### src/rtl/robot_pkg.sv
// ---------------------------------------------------------------------------
// robot_pkg
// Shared definitions for the wall-following robot controller:
//   - state_t : state encoding driven onto q (SEEK=0 .. HALT=4)
//   - DEF_*   : default parameter values used by robot_follower_param and
//               robot_timer
// ---------------------------------------------------------------------------
package robot_pkg;

  typedef enum logic [2:0] {
    ST_SEEK   = 3'd0,
    ST_FOLLOW = 3'd1,
    ST_ROTATE = 3'd2,
    ST_LOST   = 3'd3,
    ST_HALT   = 3'd4
  } state_t;

  localparam int DEF_ROT_CYCLES  = 4;
  localparam int DEF_LOST_LIMIT  = 8;
  localparam int DEF_WALL_RIGHT  = 0;
  localparam int DEF_STALL_LIMIT = 3;

endpackage

### src/rtl/robot_timer.sv
// ---------------------------------------------------------------------------
// robot_timer
// Loadable saturating down-counter timing one rotation step.
// Ports:
//   clk      in  rising-edge clock
//   reset_n  in  asynchronous active-low reset (count -> 0)
//   i_clr    in  synchronous clear (count -> 0), highest synchronous priority
//   i_load   in  load LOAD_VAL
//   i_dec    in  decrement by one, saturating at 0
//   o_done   out this cycle is the last cycle of the step (count <= 1)
// ---------------------------------------------------------------------------
module robot_timer
  import robot_pkg::*;
#(
  parameter int LOAD_VAL = DEF_ROT_CYCLES,
  parameter int WIDTH    = $clog2(LOAD_VAL + 1)
) (
  input  logic clk,
  input  logic reset_n,
  input  logic i_clr,
  input  logic i_load,
  input  logic i_dec,
  output logic o_done
);

  logic [WIDTH-1:0] r_count;

  // Count register: clear > load > saturating decrement > hold.
  always_ff @(posedge clk or negedge reset_n) begin
    if (!reset_n) begin
      r_count <= {WIDTH{1'b0}};
    end else if (i_clr) begin
      r_count <= {WIDTH{1'b0}};
    end else if (i_load) begin
      r_count <= WIDTH'(LOAD_VAL);
    end else if (i_dec && (r_count != {WIDTH{1'b0}})) begin
      r_count <= r_count - WIDTH'(1);
    end else begin
      r_count <= r_count;
    end
  end

  // Done while the count sits at 1 (the edge that takes it to 0) so a step
  // loaded with N lasts exactly N cycles; 0 also counts as done.
  assign o_done = (r_count <= WIDTH'(1));

endmodule

### src/rtl/robot_follower_param.sv
// ---------------------------------------------------------------------------
// robot_follower_param
// Wall-following robot controller (SEEK / FOLLOW / ROTATE / LOST / HALT).
// Ports:
//   clk      in  rising-edge clock
//   reset_n  in  asynchronous active-low reset, priority over preset
//   preset   in  synchronous force into FOLLOW, clears all counters
//   h        in  head (front) obstacle sensor
//   s        in  side wall sensor on the followed side
//   a        out advance command
//   r        out rotate command
//   rdir     out rotation direction (1 = toward followed wall, only in LOST)
//   q / nq   out current state encoding and its bitwise inverse
//   stall    out stall indication (HALT)
// Configuration macro: ROBOT_STALL_DETECT_EN enables the stall counter and
// the HALT state; when undefined HALT is unreachable and stall is 0.
// WALL_RIGHT only documents which side the s sensor is mounted on.
// ---------------------------------------------------------------------------
module robot_follower_param
  import robot_pkg::*;
#(
  parameter int ROT_CYCLES  = DEF_ROT_CYCLES,
  parameter int LOST_LIMIT  = DEF_LOST_LIMIT,
  parameter int WALL_RIGHT  = DEF_WALL_RIGHT,
  parameter int STALL_LIMIT = DEF_STALL_LIMIT
) (
  input  logic       clk,
  input  logic       reset_n,
  input  logic       preset,
  input  logic       h,
  input  logic       s,
  output logic       a,
  output logic       r,
  output logic       rdir,
  output logic [2:0] q,
  output logic [2:0] nq,
  output logic       stall
);

  localparam int LOST_W = $clog2(LOST_LIMIT + 1);

  if ((ROT_CYCLES < 1) || (LOST_LIMIT < 1) || (STALL_LIMIT < 1) ||
      (WALL_RIGHT < 0) || (WALL_RIGHT > 1)) begin : g_bad_cfg
    $error("robot_follower_param: invalid parameter set");
  end

  state_t            r_state;
  state_t            w_next;
  logic [LOST_W-1:0] r_lost_cnt;
  logic [LOST_W-1:0] w_lost_next;
  logic              w_rot_entry;
  logic              w_rot_load;
  logic              w_rot_done;
  logic              w_seek_follow;
  logic              w_a;

`ifdef ROBOT_STALL_DETECT_EN
  localparam int STALL_W = $clog2(STALL_LIMIT + 1);
  logic [STALL_W-1:0] r_stall_cnt;
  logic [STALL_W-1:0] w_stall_next;
`endif

  robot_timer #(
    .LOAD_VAL (ROT_CYCLES)
  ) u_rot_timer (
    .clk     (clk),
    .reset_n (reset_n),
    .i_clr   (preset),
    .i_load  (w_rot_load),
    .i_dec   (r_state == ST_ROTATE),
    .o_done  (w_rot_done)
  );

  assign w_seek_follow = (r_state == ST_SEEK) || (r_state == ST_FOLLOW);
  assign w_a           = w_seek_follow && !h;

  // Next-state, lost counter and stall counter update.
  always_comb begin
    w_next      = r_state;
    w_rot_entry = 1'b0;
    w_lost_next = {LOST_W{1'b0}};
`ifdef ROBOT_STALL_DETECT_EN
    w_stall_next = r_stall_cnt;
`endif
    case (r_state)
      ST_SEEK: begin
        if (h) begin
          w_rot_entry = 1'b1;
        end else if (s) begin
          w_next = ST_FOLLOW;
        end else begin
          w_next = ST_SEEK;
        end
      end
      ST_FOLLOW: begin
        if (h) begin
          w_rot_entry = 1'b1;
        end else if (s) begin
          w_lost_next = {LOST_W{1'b0}};
        end else begin
          // Going LOST on the edge where the count reaches LOST_LIMIT.
          if (r_lost_cnt >= LOST_W'(LOST_LIMIT - 1)) begin
            w_next = ST_LOST;
          end else begin
            w_next = ST_FOLLOW;
          end
          if (r_lost_cnt == LOST_W'(LOST_LIMIT)) begin
            w_lost_next = r_lost_cnt;
          end else begin
            w_lost_next = r_lost_cnt + LOST_W'(1);
          end
        end
      end
      ST_ROTATE: begin
        if (!w_rot_done) begin
          w_next = ST_ROTATE;
        end else if (h) begin
          w_rot_entry = 1'b1;
        end else if (s) begin
          w_next = ST_FOLLOW;
        end else begin
          w_next = ST_SEEK;
        end
      end
      ST_LOST: begin
        if (h) begin
          w_rot_entry = 1'b1;
        end else if (s) begin
          w_next = ST_FOLLOW;
        end else begin
          w_next = ST_LOST;
        end
      end
      ST_HALT: begin
        w_next = ST_HALT;
      end
      default: begin
        w_next = ST_SEEK;
      end
    endcase

    // Every ROTATE entry (including a restart) goes through here; with stall
    // detection the STALL_LIMIT-th entry since the last advance halts.
    if (w_rot_entry) begin
      w_next = ST_ROTATE;
`ifdef ROBOT_STALL_DETECT_EN
      if (r_stall_cnt >= STALL_W'(STALL_LIMIT - 1)) begin
        w_next = ST_HALT;
      end else begin
        w_next = ST_ROTATE;
      end
      if (r_stall_cnt == STALL_W'(STALL_LIMIT)) begin
        w_stall_next = r_stall_cnt;
      end else begin
        w_stall_next = r_stall_cnt + STALL_W'(1);
      end
`endif
    end else begin
`ifdef ROBOT_STALL_DETECT_EN
      if (w_a) begin
        w_stall_next = {STALL_W{1'b0}};
      end else begin
        w_stall_next = r_stall_cnt;
      end
`endif
    end
  end

  assign w_rot_load = w_rot_entry && (w_next == ST_ROTATE);

  // State and counter registers; reset_n wins over preset.
  always_ff @(posedge clk or negedge reset_n) begin
    if (!reset_n) begin
      r_state    <= ST_SEEK;
      r_lost_cnt <= {LOST_W{1'b0}};
    end else if (preset) begin
      r_state    <= ST_FOLLOW;
      r_lost_cnt <= {LOST_W{1'b0}};
    end else begin
      r_state    <= w_next;
      r_lost_cnt <= w_lost_next;
    end
  end

`ifdef ROBOT_STALL_DETECT_EN
  // Stall counter: ROTATE entries since the last cycle with a=1.
  always_ff @(posedge clk or negedge reset_n) begin
    if (!reset_n) begin
      r_stall_cnt <= {STALL_W{1'b0}};
    end else if (preset) begin
      r_stall_cnt <= {STALL_W{1'b0}};
    end else begin
      r_stall_cnt <= w_stall_next;
    end
  end
  assign stall = (r_state == ST_HALT);
`else
  assign stall = 1'b0;
`endif

  assign a    = w_a;
  assign r    = (r_state == ST_ROTATE) || (r_state == ST_LOST) || (w_seek_follow && h);
  assign rdir = (r_state == ST_LOST);
  assign q    = r_state;
  assign nq   = ~r_state;

endmodule

### config.mk
export PLATFORM = sky130hd
export DESIGN_NAME = robot_follower_param
export DESIGN_NICKNAME = d
export VERILOG_FILES = /design/src/rtl/robot_pkg.sv /design/src/rtl/robot_timer.sv /design/src/rtl/robot_follower_param.sv
export SDC_FILE = /design/constraint.sdc
export NUM_CORES = 1
export LEC_CHECK = 0
export ABC_AREA = 1
export CORE_UTILIZATION = 40
export DETAILED_ROUTE_END_ITERATION = 8
export DONT_BUFFER_PORTS = 1
export GPL_ROUTABILITY_DRIVEN = 0
export PLACE_DENSITY_LB_ADDON = 0.12
export SYNTH_ARGS = -nofsm -noshare
export SYNTH_HDL_FRONTEND = slang
export SYNTH_HIERARCHICAL = 1
export SYNTH_SLANG_ARGS = --single-unit
### constraint.sdc
create_clock -name clk -period 1.6 [get_ports clk]
set_clock_uncertainty 0.2 [all_clocks]
set_input_delay 0.16 -clock clk [delete_from_list [all_inputs] [get_ports clk]]
set_output_delay 0.16 -clock clk [all_outputs]
set_load 0.05 [all_outputs]
==> results of run 1 <==
[per-stage QoR]
step,power (mW),setup TNS [ns],cells
after floorplan,0.3908,-0.1266,96
after global placement,0.4331,-0.001803,124
after detailed placement,0.4330,-0.07171,124
after CTS,0.6516,0,134
after global routing,0.6822,-0.2806,134
final,0.6520,0,134
[kinds of logic (layout without fill, tap and decap cells)]
logic type / Yosys count / in the layout
and+or+nand+nor: 53 / 53
buffers and inverters: 22 / 44
DFF: 10 / 10
adders and majority gates: 5 / 5
AOI/OAI and AO/OA: 3 / 3
xor gates and xnor gates: 2 / 2
other: 1 / 1
[routing by layer]
| layer | global-route usage [%] | vias to the layer above |
|---|---|---|
| met2 | 30.59 | 17 |
| met4 | 7.879 | 0 |
| li1 | - | 339 |
| met3 | 2.449 | 2 |
| met5 | 0 | - |
| met1 | 25.33 | 306 |
[power breakdown]
| part | internal (mW) | total, mW | leakage [nW] | switching, mW |
|---|---|---|---|---|
| logic | 0.0704 | 0.191 | 0.361 | 0.121 |
| registers | 0.261 | 0.270 | 0.130 | 0.00954 |
| clock network | 0.0963 | 0.191 | 0.0150 | 0.0944 |
| total | 0.427 | 0.652 | 0.506 | 0.225 |
[placed cells by master (no fill, tap or decap), drive strengths merged, types with 3 or more instances in the layout]
| cell type | Yosys | final |
|---|---|---|
| ha | 5 | 5 |
| nand4 | 4 | 4 |
| buf | 1 | 14 |
| clkbuf | 0 | 4 |
| nor3 | 3 | 3 |
| a21oi | 3 | 3 |
| dlygate4sd3 | 0 | 5 |
| nor2 | 14 | 14 |
| dfrtp | 10 | 10 |
| inv | 21 | 20 |
| nand3 | 9 | 9 |
| nand2 | 22 | 22 |
[worst max-delay path, stage by stage, from the launching register on]
cell and delay (ns):
sky130_fd_sc_hd__dfrtp_1 0.42, sky130_fd_sc_hd__ha_4 0.17, sky130_fd_sc_hd__a21oi_2 0.09, sky130_fd_sc_hd__nor2_1 0.05, sky130_fd_sc_hd__inv_1 0.08, sky130_fd_sc_hd__nand3_2 0.09
sky130_fd_sc_hd__nand3_2 0.08, sky130_fd_sc_hd__inv_2 0.06, sky130_fd_sc_hd__inv_2 0.05, sky130_fd_sc_hd__nand3_2 0.05, sky130_fd_sc_hd__nor2_2 0.07, sky130_fd_sc_hd__nor2_1 0.04
[final timing paths]
| check | from | end | slack, ns | depth (start not counted) |
|---|---|---|---|---|
| worst min-delay path | reset_n | r_lost_cnt[1] | 0.09 | 1 |
| max in group asynchronous | reset_n | q[0] | 0.74 | 1 |
| worst max register to register | u_rot_timer/r_count[0] | u_rot_timer/r_count[2] | 0.02 | 11 |
| worst min register to register | q[1] | q[2] | 0.35 | 1 |
| min in group clk | h | a | 0.31 | 2 |
| worst max-delay path | u_rot_timer/r_count[0] | u_rot_timer/r_count[2] | 0.02 | 11 |
[layout make-up]
class,count,area share [%]
clock buffer,4,2.564
inverter,21,8.303
multi-input combinational,64,43.83
sequential,10,25.03
tap,16,1.954
timing repair buffer,19,18.32
[repair_timing]
action                     in CTS  in global routing
gates resized for setup         7                  7
setup endpoints to repair       4                  5
pin swaps                       1                 11
hold buffers                    5                  0
buffers inserted                1                  0
hold endpoints to repair       20                  0
[state kept, by name, summed over array words and instances (netlist names)]
name,flops
u_rot_timer/r_count,3
q,3
r_lost_cnt,4
==> results.toml, run 1 <==
[layout]
area_delta_synth_final_pct = 44.96
layout.area.seq_um2 = 256.5
drive_above_1_share_pct = 43.22
layout.nets = 129
diodes = 0
final_util_pct = 65.00
multi_input_area_um2 = 449.2
layout.filler_cells = 130
design_area_um2 = 1025

[global_routing]
grt_overflow = 0
initial_antenna_violation_count = 0
grt_first_pass_wirelength_um = 2704
grt_max_degree = 11
track_usage_pct = 18.84
grt_pass1_vias = 640

[synth]
avgSynthCellArea_um2 = 7.364
post_synth_most_frequent_cells = "sky130_fd_sc_hd__inv_1, sky130_fd_sc_hd__nand2_1, sky130_fd_sc_hd__nor2_1"
synthArstFlopShare_pct = 100.0
synth_mux_area_share_pct = 0
synth_seq_cells = 10
synth_unique_cells = 19
largest_family_of_logic_cells_by_synthesized_area = "simple AND/OR/NAND/NOR gates"
seq_area_frac_synth_pct = 35.40
post-synth-top-area-cell = "sky130_fd_sc_hd__dfrtp_1"
yosys.area.top_type_share_pct = 35.40
synth_edf_count = 0
most_repeated_cell_in_the_gate_level_netlist_after_synthesis = "sky130_fd_sc_hd__inv_1"
compound_gate_portion_of_the_synthesized_area_pct = 2.124
postSynthNetCount = 106
synthesis.instances = 96
synth-adder-area-share_pct = 8.850
synth_xor_area_share_pct = 2.478
synth_top_flop_cell = "sky130_fd_sc_hd__dfrtp_1"
syn-cell-area_um2 = 706.9
synthTopCellsByArea = "sky130_fd_sc_hd__dfrtp_1, sky130_fd_sc_hd__inv_1, sky130_fd_sc_hd__ha_1"
synth_simple_gate_area_share_pct = 38.41
synthesis.yosys.warnings = 6

[drt]
vias_per_cell = 4.955
first_iteration_detailed_routing_drc_count = 12
route.met3.wl_um = 83
ant_nets = 0
dr_total_vias = 664
drt_first_pass_iters = 6
drc_viols = 4
routed_wl_um = 1564
drt-wirelength-per-cell_um = 11.67
highest_layer = "met4"
met2WireLength_um = 716
wl_met1_um = 754

[place]
io_buffer_count = 0
placedInstanceArea_um2 = 893.4
dpl.hpwl_um = 1142
dp_worst_setup_slack_ns = -0.02943

[critical_path]
cp-start-kind = "flop"
end_kind = "flop"
crit_path_kind = "reg2reg"
critPathRequiredTime_ns = 1.56
worst-endpoint-arrival_ns = 1.54
worst-path-max-fanout = 3

[floorplanning]
die_area_um2 = 1940
design.core.area_um2 = 1577
floorplan.initialDensity_pct = 44.84
std_cell_rows = 14
ios = 15
floorplan.die.height_um = 44.04
die_x_um = 44.04

[sta]
hold_slack_ns = 0.08998
final_min_period_over_clock_period_pct = 98.47
finalWorstPathRequiredPeriod_ns = 1.576
slew_violations = 0
setup_viol = 0
fmax_ghz = 0.6347
rsz0062_at_grt = "true"
finalWorstSetupSlack_ns = 0.02447
finalHoldViolCount = 0

[cts]
tritoncts = "yes"
ctsLongestPathBuffers = 2
cts-buffers-inserted = 3
cts_sinks = 10
clock_latency_at_the_later_pin_of_the_worst_skew_pair_ns = 0.27
clkSlewWorstSetupHoldPaths_ns = 0.07
root_buffer = "sky130_fd_sc_hd__clkbuf_4"
h_tree_depth_reported_by_cts = 1

[pwr]
max-vdd-ir-drop_uv = 494.5
power-per-cell-area_nw_per_um2 = 636.2
power_leakage_nw = 0.5058

[status]
status = "finished, violations left"
failing_checks = "DRC"

[flow_run]
max_capacitance_violation_total = 0

[hold_path]
min_path_type = "in2async"
Note: power is estimated with default switching activity, not from simulation.
==> run 2, diff against run 1 <==
--- a/config.mk
+++ b/config.mk
@@ -14,4 +14,3 @@
 export SYNTH_ARGS = -nofsm -noshare
 export SYNTH_HDL_FRONTEND = slang
-export SYNTH_HIERARCHICAL = 1
 export SYNTH_SLANG_ARGS = --single-unit
==> constraint.sdc (replaced) <==
create_clock -name clk -period 1.6 [get_ports clk]
set_clock_uncertainty 0.2 [all_clocks]
set_input_delay 0.16 -clock clk [delete_from_list [all_inputs] [get_ports clk]]
set_output_delay 0.16 -clock clk [all_outputs]
set_load 0.005 [all_outputs]
==> run 2 against run 1 <==
  * The run still ends with DRC left
  * Sequential power grew 2%
  * Combinational power shrank 50%
  * Die area shrank 1.5%
  * Core utilization shrank 14 points
  * Setup slack gained 0.096 ns
  * Register-to-register slack gained 0.096 ns
  * Critical path depth shrank 3
  * Sequential share of layout area grew 6.4 points
  * Synthesized area shrank 1.6%
  * Via count shrank 9.0%
  * Largest cell class unchanged
==> results.toml, run 2 <==
[pwr]
max-vdd-ir-drop_uv = 464.7
clkPwrFrac_pct = 38.1
power_leakage_nw = 0.4251
cellInternalPower_uw = 436.5
sw_frac_of_total_pct = 27.16
share_comb_of_total_power_pct = 15.9
switching_power_uw = 162.7
pwr-share-seq_pct = 46.0
power-per-cell-area_nw_per_um2 = 751.9

[floorplanning]
die_area_um2 = 1910
die_x_um = 43.71
ios = 15
floorplan.initialDensity_pct = 44.62
std_cell_rows = 14
design.core.area_um2 = 1559
floorplan.die.height_um = 43.71

[global_routing]
top_usage_layer = "met2"
grt_first_pass_wirelength_um = 2566
grt.met2_usage_pct = 27.46
grt_overflow = 0
initial_antenna_violation_count = 0
use_met3_pct = 5.000
grt_max_degree = 11
track_usage_pct = 18.03
grt_util_met1_pct = 24.07
grt_pass1_vias = 618

[drt]
first_iteration_detailed_routing_drc_count = 8
drc_viols = 1
vias_per_cell = 5.162
ant_nets = 0
drt-wirelength-per-cell_um = 11.79
drt_first_pass_iters = 8
dr_total_vias = 604
routed_wl_um = 1379

[place]
dpl.hpwl_um = 1057
dp_worst_setup_slack_ns = 0.07656
dpl.cell_count = 109
io_buffer_count = 0

[sta]
finalWorstSetupSlack_ns = 0.1204
finalWorstPathRequiredPeriod_ns = 1.480
setup_viol = 0
slew_violations = 0
fmax_ghz = 0.6759
setup_tns_ns = 0
finalHoldViolCount = 0
rsz0062_at_grt = "false"
final_min_period_over_clock_period_pct = 92.47

[critical_path]
timing.reg2reg.setup_slack_ns = 0.12
cpMaxStageDelayCell = "sky130_fd_sc_hd__dfrtp_1"
chain_of_cells_forming_the_critical_path = "inv_1 > ha_1 > ha_2 > nor2_4 > nor2_4 > nand2_1 > nand3_1 > nand2_1"
cpLargestDelayFamily = "flip-flops"
max_incr_delay_on_cp_ns = 0.40
crit_path_kind = "reg2reg"
end_kind = "flop"
critPathBufInv = 1
worst-endpoint-arrival_ns = 1.44
worst-path-max-fanout = 4
cp-start-kind = "flop"
critPathRequiredTime_ns = 1.56

[synth]
synthArstFlopShare_pct = 100.0
most_repeated_cell_in_the_gate_level_netlist_after_synthesis = "sky130_fd_sc_hd__nand2_1"
yosys.area.top_type_share_pct = 35.97
seq_area_frac_synth_pct = 35.97
syn-cell-area_um2 = 695.7
post_synth_most_frequent_cells = "sky130_fd_sc_hd__nand2_1, sky130_fd_sc_hd__inv_1, sky130_fd_sc_hd__dfrtp_1, sky130_fd_sc_hd__nand3_1, sky130_fd_sc_hd__nor2_1"
synthesis.yosys.warnings = 0
synth_edf_count = 0
avgSynthCellArea_um2 = 7.401
postSynthNetCount = 104
post-synth-top-area-cell = "sky130_fd_sc_hd__dfrtp_1"
synthesis.instances = 94
synth_unique_cells = 21
synth_top_flop_cell = "sky130_fd_sc_hd__dfrtp_1"
synthTopCellsByArea = "sky130_fd_sc_hd__dfrtp_1, sky130_fd_sc_hd__nand2_1, sky130_fd_sc_hd__ha_1"
synth_seq_cells = 10

[cts]
root_buffer = "sky130_fd_sc_hd__clkbuf_4"
cts_sinks = 10
tritoncts = "yes"
ctsLongestPathBuffers = 2
clkSlewWorstSetupHoldPaths_ns = 0.07
h_tree_depth_reported_by_cts = 1
cts-buffers-inserted = 3
clock_latency_at_the_later_pin_of_the_worst_skew_pair_ns = 0.26
cts_post_setup_buffers_inserted = 0

[layout]
largest_reg_flops = 4
layout.area.seq_um2 = 250.2
largest-register = "r_lost_cnt"
drive_above_1_share_pct = 16.83
diodes = 0
layout.filler_cells = 164
mostFrequentLayoutCells = "sky130_fd_sc_hd__nand2_1, sky130_fd_sc_hd__inv_1, sky130_fd_sc_hd__nand3_1, sky130_fd_sc_hd__nor2_1, sky130_fd_sc_hd__dfrtp_1"
layout_commonest_cell = "sky130_fd_sc_hd__nand2_1"
non_filler_instances = 117
layout.nets = 112
area_delta_synth_final_pct = 14.57
multi_input_area_um2 = 382.9

[status]
status = "finished, violations left"
failing_checks = "DRC"

[hold_path]
min_path_type = "in2reg"

[flow_run]
max_capacitance_violation_total = 0
[run 2: changes by cell type after synthesis, sizes merged]
| cell | previous run | this run |
|---|---|---|
| nand3b | 0 | 1 |
| nand2 | 22 | 20 |
| nand4 | 4 | 2 |
| a21o | 0 | 1 |
| inv | 21 | 18 |
| nand3 | 9 | 11 |
| o21ai | 0 | 1 |
[run 2: logic make-up (layout without fill, tap and decap cells)]
group	count (synthesis)	count (layout)	synth area share, %
simple gates	52	52	37.23
buf+inv	19	26	10.79
flops	10	10	35.97
fa+ha+maj	5	5	8.993
compound gates	5	5	3.956
xor+xnor	2	2	2.518
other cells	1	1	0.5391
[run 2: area by class of cell]
class,count,share of cell area (%)
sequential,10,31.40
clock buffer,4,4.553
timing repair buffer,4,5.024
tap,16,2.512
multi-input combinational,65,48.04
inverter,18,8.477
[run 2: worst min-delay path, stage by stage]
cell and delay (ns):
sky130_fd_sc_hd__nand2_1 0.04, sky130_fd_sc_hd__nand2_1 0.05, sky130_fd_sc_hd__nand2_1 0.04, sky130_fd_sc_hd__nand3_1 0.07, sky130_fd_sc_hd__nand2_1 0.05, sky130_fd_sc_hd__inv_1 0.04
[run 2: final timing paths]
kind,startpoint,to,cells past startpoint
setup / recovery,u_rot_timer.r_count[1],u_rot_timer.r_count[2],8
hold reg to reg,u_rot_timer.r_count[2],u_rot_timer.r_count[2],2
setup reg to reg,u_rot_timer.r_count[1],u_rot_timer.r_count[2],8
hold / removal,h,q[1],6
max in group asynchronous,reset_n,u_rot_timer.r_count[0],1
min in group asynchronous,reset_n,q[0],1
[run 2: layer usage]
layer	share of wire (%)	vias up
met5	0	-
met4	1.5	0
met3	5.7	4
met2	44	13
met1	49	278
li1	-	309
[run 2: power groups by stage]
| stage | clock (mW) | combinational (mW) | sequential [mW] |
|---|---|---|---|
| after global placement | 0 | 0.0759 | 0.280 |
| final | 0.228 | 0.0954 | 0.276 |
| after floorplan | 0 | 0.0660 | 0.276 |
| after CTS | 0.240 | 0.0917 | 0.275 |
| after detailed placement | 0 | 0.0763 | 0.280 |
| after global routing | 0.257 | 0.109 | 0.277 |
[run 2: what timing repair did]
item                                    4_1_cts  5_1_grt
hold buffers                                  4        0
resized for setup                             0        4
endpoints found under the setup margin        0        3
endpoints found under the hold margin        20        0
[run 2: metrics by stage]
stage / hold slack, ns / cell area [um^2] / utilization [%] / power [mW]
floorplan: -0.3356 / 695.7 / - / 0.3424
global placement: -0.3354 / 708.2 / 45.43 / 0.3556
detailed placement: -0.3354 / 708.2 / 45.43 / 0.3561
CTS: 0.008635 / 784.5 / 50.32 / 0.6064
global route: 0.05225 / 797.0 / 51.12 / 0.6423
finish: 0.01663 / 797.0 / 51.12 / 0.5992
==> run 3, diff against run 2 <==
BUFFER_PORTS_ARGS = -buffer_cell sky130_fd_sc_hd__buf_4   (was not set)
DONT_BUFFER_PORTS = not set   (was 1)
clock period = 1.4 ns   (was 1.6 ns; I/O delays follow)
==> run 3 against run 2 <==
  * The run ends with DRC, setup timing left
  * Combinational power is 120% higher
  * Via count grew 16%
  * Global-route usage increased by 1.1 points
  * Non-clock buffer count increased by 23
  * Critical path depth grew 1
  * Worst hold slack improved by 0.018 ns
  * Critical path type is now in2reg
==> results.toml, run 3 (synthesis results as in run 2) <==
[pwr]
sw_frac_of_total_pct = 28.09
power-per-cell-area_nw_per_um2 = 712.4
pwr-share-seq_pct = 40.1
switching_power_uw = 219.1
power_leakage_nw = 0.5592
share_comb_of_total_power_pct = 26.4
clkPwrFrac_pct = 33.5
cellInternalPower_uw = 560.9
max-vdd-ir-drop_uv = 684.4

[floorplanning]
floorplan.die.height_um = 43.71
die_x_um = 43.71
floorplan.initialDensity_pct = 44.62
design.core.area_um2 = 1559
die_area_um2 = 1910
std_cell_rows = 14
ios = 15

[cts]
clock_latency_at_the_later_pin_of_the_worst_skew_pair_ns = 0.27
ctsLongestPathBuffers = 2
tritoncts = "yes"
root_buffer = "sky130_fd_sc_hd__clkbuf_4"
cts_sinks = 10
h_tree_depth_reported_by_cts = 1
clkSlewWorstSetupHoldPaths_ns = 0.07
cts-buffers-inserted = 3

[sta]
setup_tns_ns = -0.08241
slew_violations = 0
hold_slack_ns = 0.03451
fmax_ghz = 0.7035
final_min_period_over_clock_period_pct = 101.5
setup_viol = 5
finalWorstSetupSlack_ns = -0.02139
finalWorstPathRequiredPeriod_ns = 1.421
finalHoldViolCount = 0
rsz0062_at_grt = "true"

[global_routing]
initial_antenna_violation_count = 0
grt_max_degree = 11
grt_first_pass_wirelength_um = 2649
grt_pass1_vias = 628
track_usage_pct = 19.15
grt_overflow = 0

[critical_path]
cpLargestDelayFamily = "buffers and inverters"
crit_path_kind = "in2reg"
max_incr_delay_on_cp_ns = 0.55
chain_of_cells_forming_the_critical_path = "dlygate4sd3_1 > buf_4 > nor2_2 > nand2_1 > nor2_1 > nor2_1 > nand3_1 > nand2_1 > inv_1"
cpMaxStageDelayCell = "sky130_fd_sc_hd__dlygate4sd3_1"
critPathBufInv = 3
end_kind = "flop"
worst-endpoint-arrival_ns = 1.43
cp-start-kind = "input pin"
critPathRequiredTime_ns = 1.41
worst-path-max-fanout = 3
worst-path-stages = 9
r2r.worst_path.cells = 6

[layout]
area_delta_synth_final_pct = 57.37
design_area_um2 = 1095
mostFrequentLayoutCells = "sky130_fd_sc_hd__buf_4, sky130_fd_sc_hd__nand2_1, sky130_fd_sc_hd__inv_1"
largest_reg_flops = 4
layout.nets = 136
layout_commonest_cell = "sky130_fd_sc_hd__buf_4"
diodes = 0
drive_above_1_share_pct = 49.60
largest-register = "r_lost_cnt"
final_util_pct = 70.22

[flow_run]
max_capacitance_violation_total = 0

[place]
placedInstanceArea_um2 = 853.3
dp_worst_setup_slack_ns = -0.06261
dpl.hpwl_um = 1141
io_buffer_count = 13

[status]
failing_checks = "DRC, setup timing"
status = "finished, violations left"

[drt]
ant_nets = 0
first_iteration_detailed_routing_drc_count = 16
vias_per_cell = 4.965
drc_viols = 3
drt_first_pass_iters = 7
drt-wirelength-per-cell_um = 11.84
dr_total_vias = 700
routed_wl_um = 1670

[hold_path]
min_path_type = "in2async"
-- run 3: changes by cell type in the layout (fill, tap and decap cells not counted), sizes merged --
cell         change
buf             +24
dlygate4sd3      -1
nand2            +1
-- run 3: metal layers --
metal | global-route usage, % | wire, um
met5 | 0 | 0
met4 | 1.875 | 0
met3 | 7.500 | 66
met2 | 33.43 | 858
met1 | 22.92 | 745
-- run 3: per-stage QoR --
stage               std cells  total power [mW]
CTS                       139            0.7628
detailed placement        128            0.4586
global placement          128            0.4576
global route              141            0.8250
finish                    141            0.7800
floorplan                  94            0.3921
-- run 3: worst paths after layout --
check / startpoint / to / slack [ns]
worst max-delay path: s / q[1] / -0.02
max in group asynchronous: reset_n / q[2] / 0.81
worst max register to register: q[2] / u_rot_timer.r_count[2] / -0.02
min in group clk: h / r_lost_cnt[0] / 0.07
worst min-delay path: reset_n / r_lost_cnt[0] / 0.03
worst min register to register: q[0] / q[2] / 0.36
-- run 3: power groups by stage --
stage          sequential [mW]  combinational [mW]  clock (mW)
5_1_grt                  0.314               0.224       0.287
3_5_place_dp             0.318               0.141           0
3_3_place_gp             0.318               0.140           0
6_report                 0.313               0.206       0.261
2_1_floorplan            0.316              0.0762           0
4_1_cts                  0.311               0.189       0.263
-- run 3: timing repair --
action                                  4_1_cts  5_1_grt
endpoints found under the setup margin        8       12
gates resized for setup                      21       15
hold buffers                                  3        0
cloned                                        1        0
endpoints found under the hold margin        17        0
buffers inserted                              3        2
pin swaps                                     8        5
-- run 3: cell type report --
class                      instances  area, um^2
timing repair buffer              27       232.7
tap                               16       20.02
multi-input combinational         66       476.7
inverter                          18       75.07
sequential                        10       254.0
fill                             122       464.2
clock buffer                       4       36.28
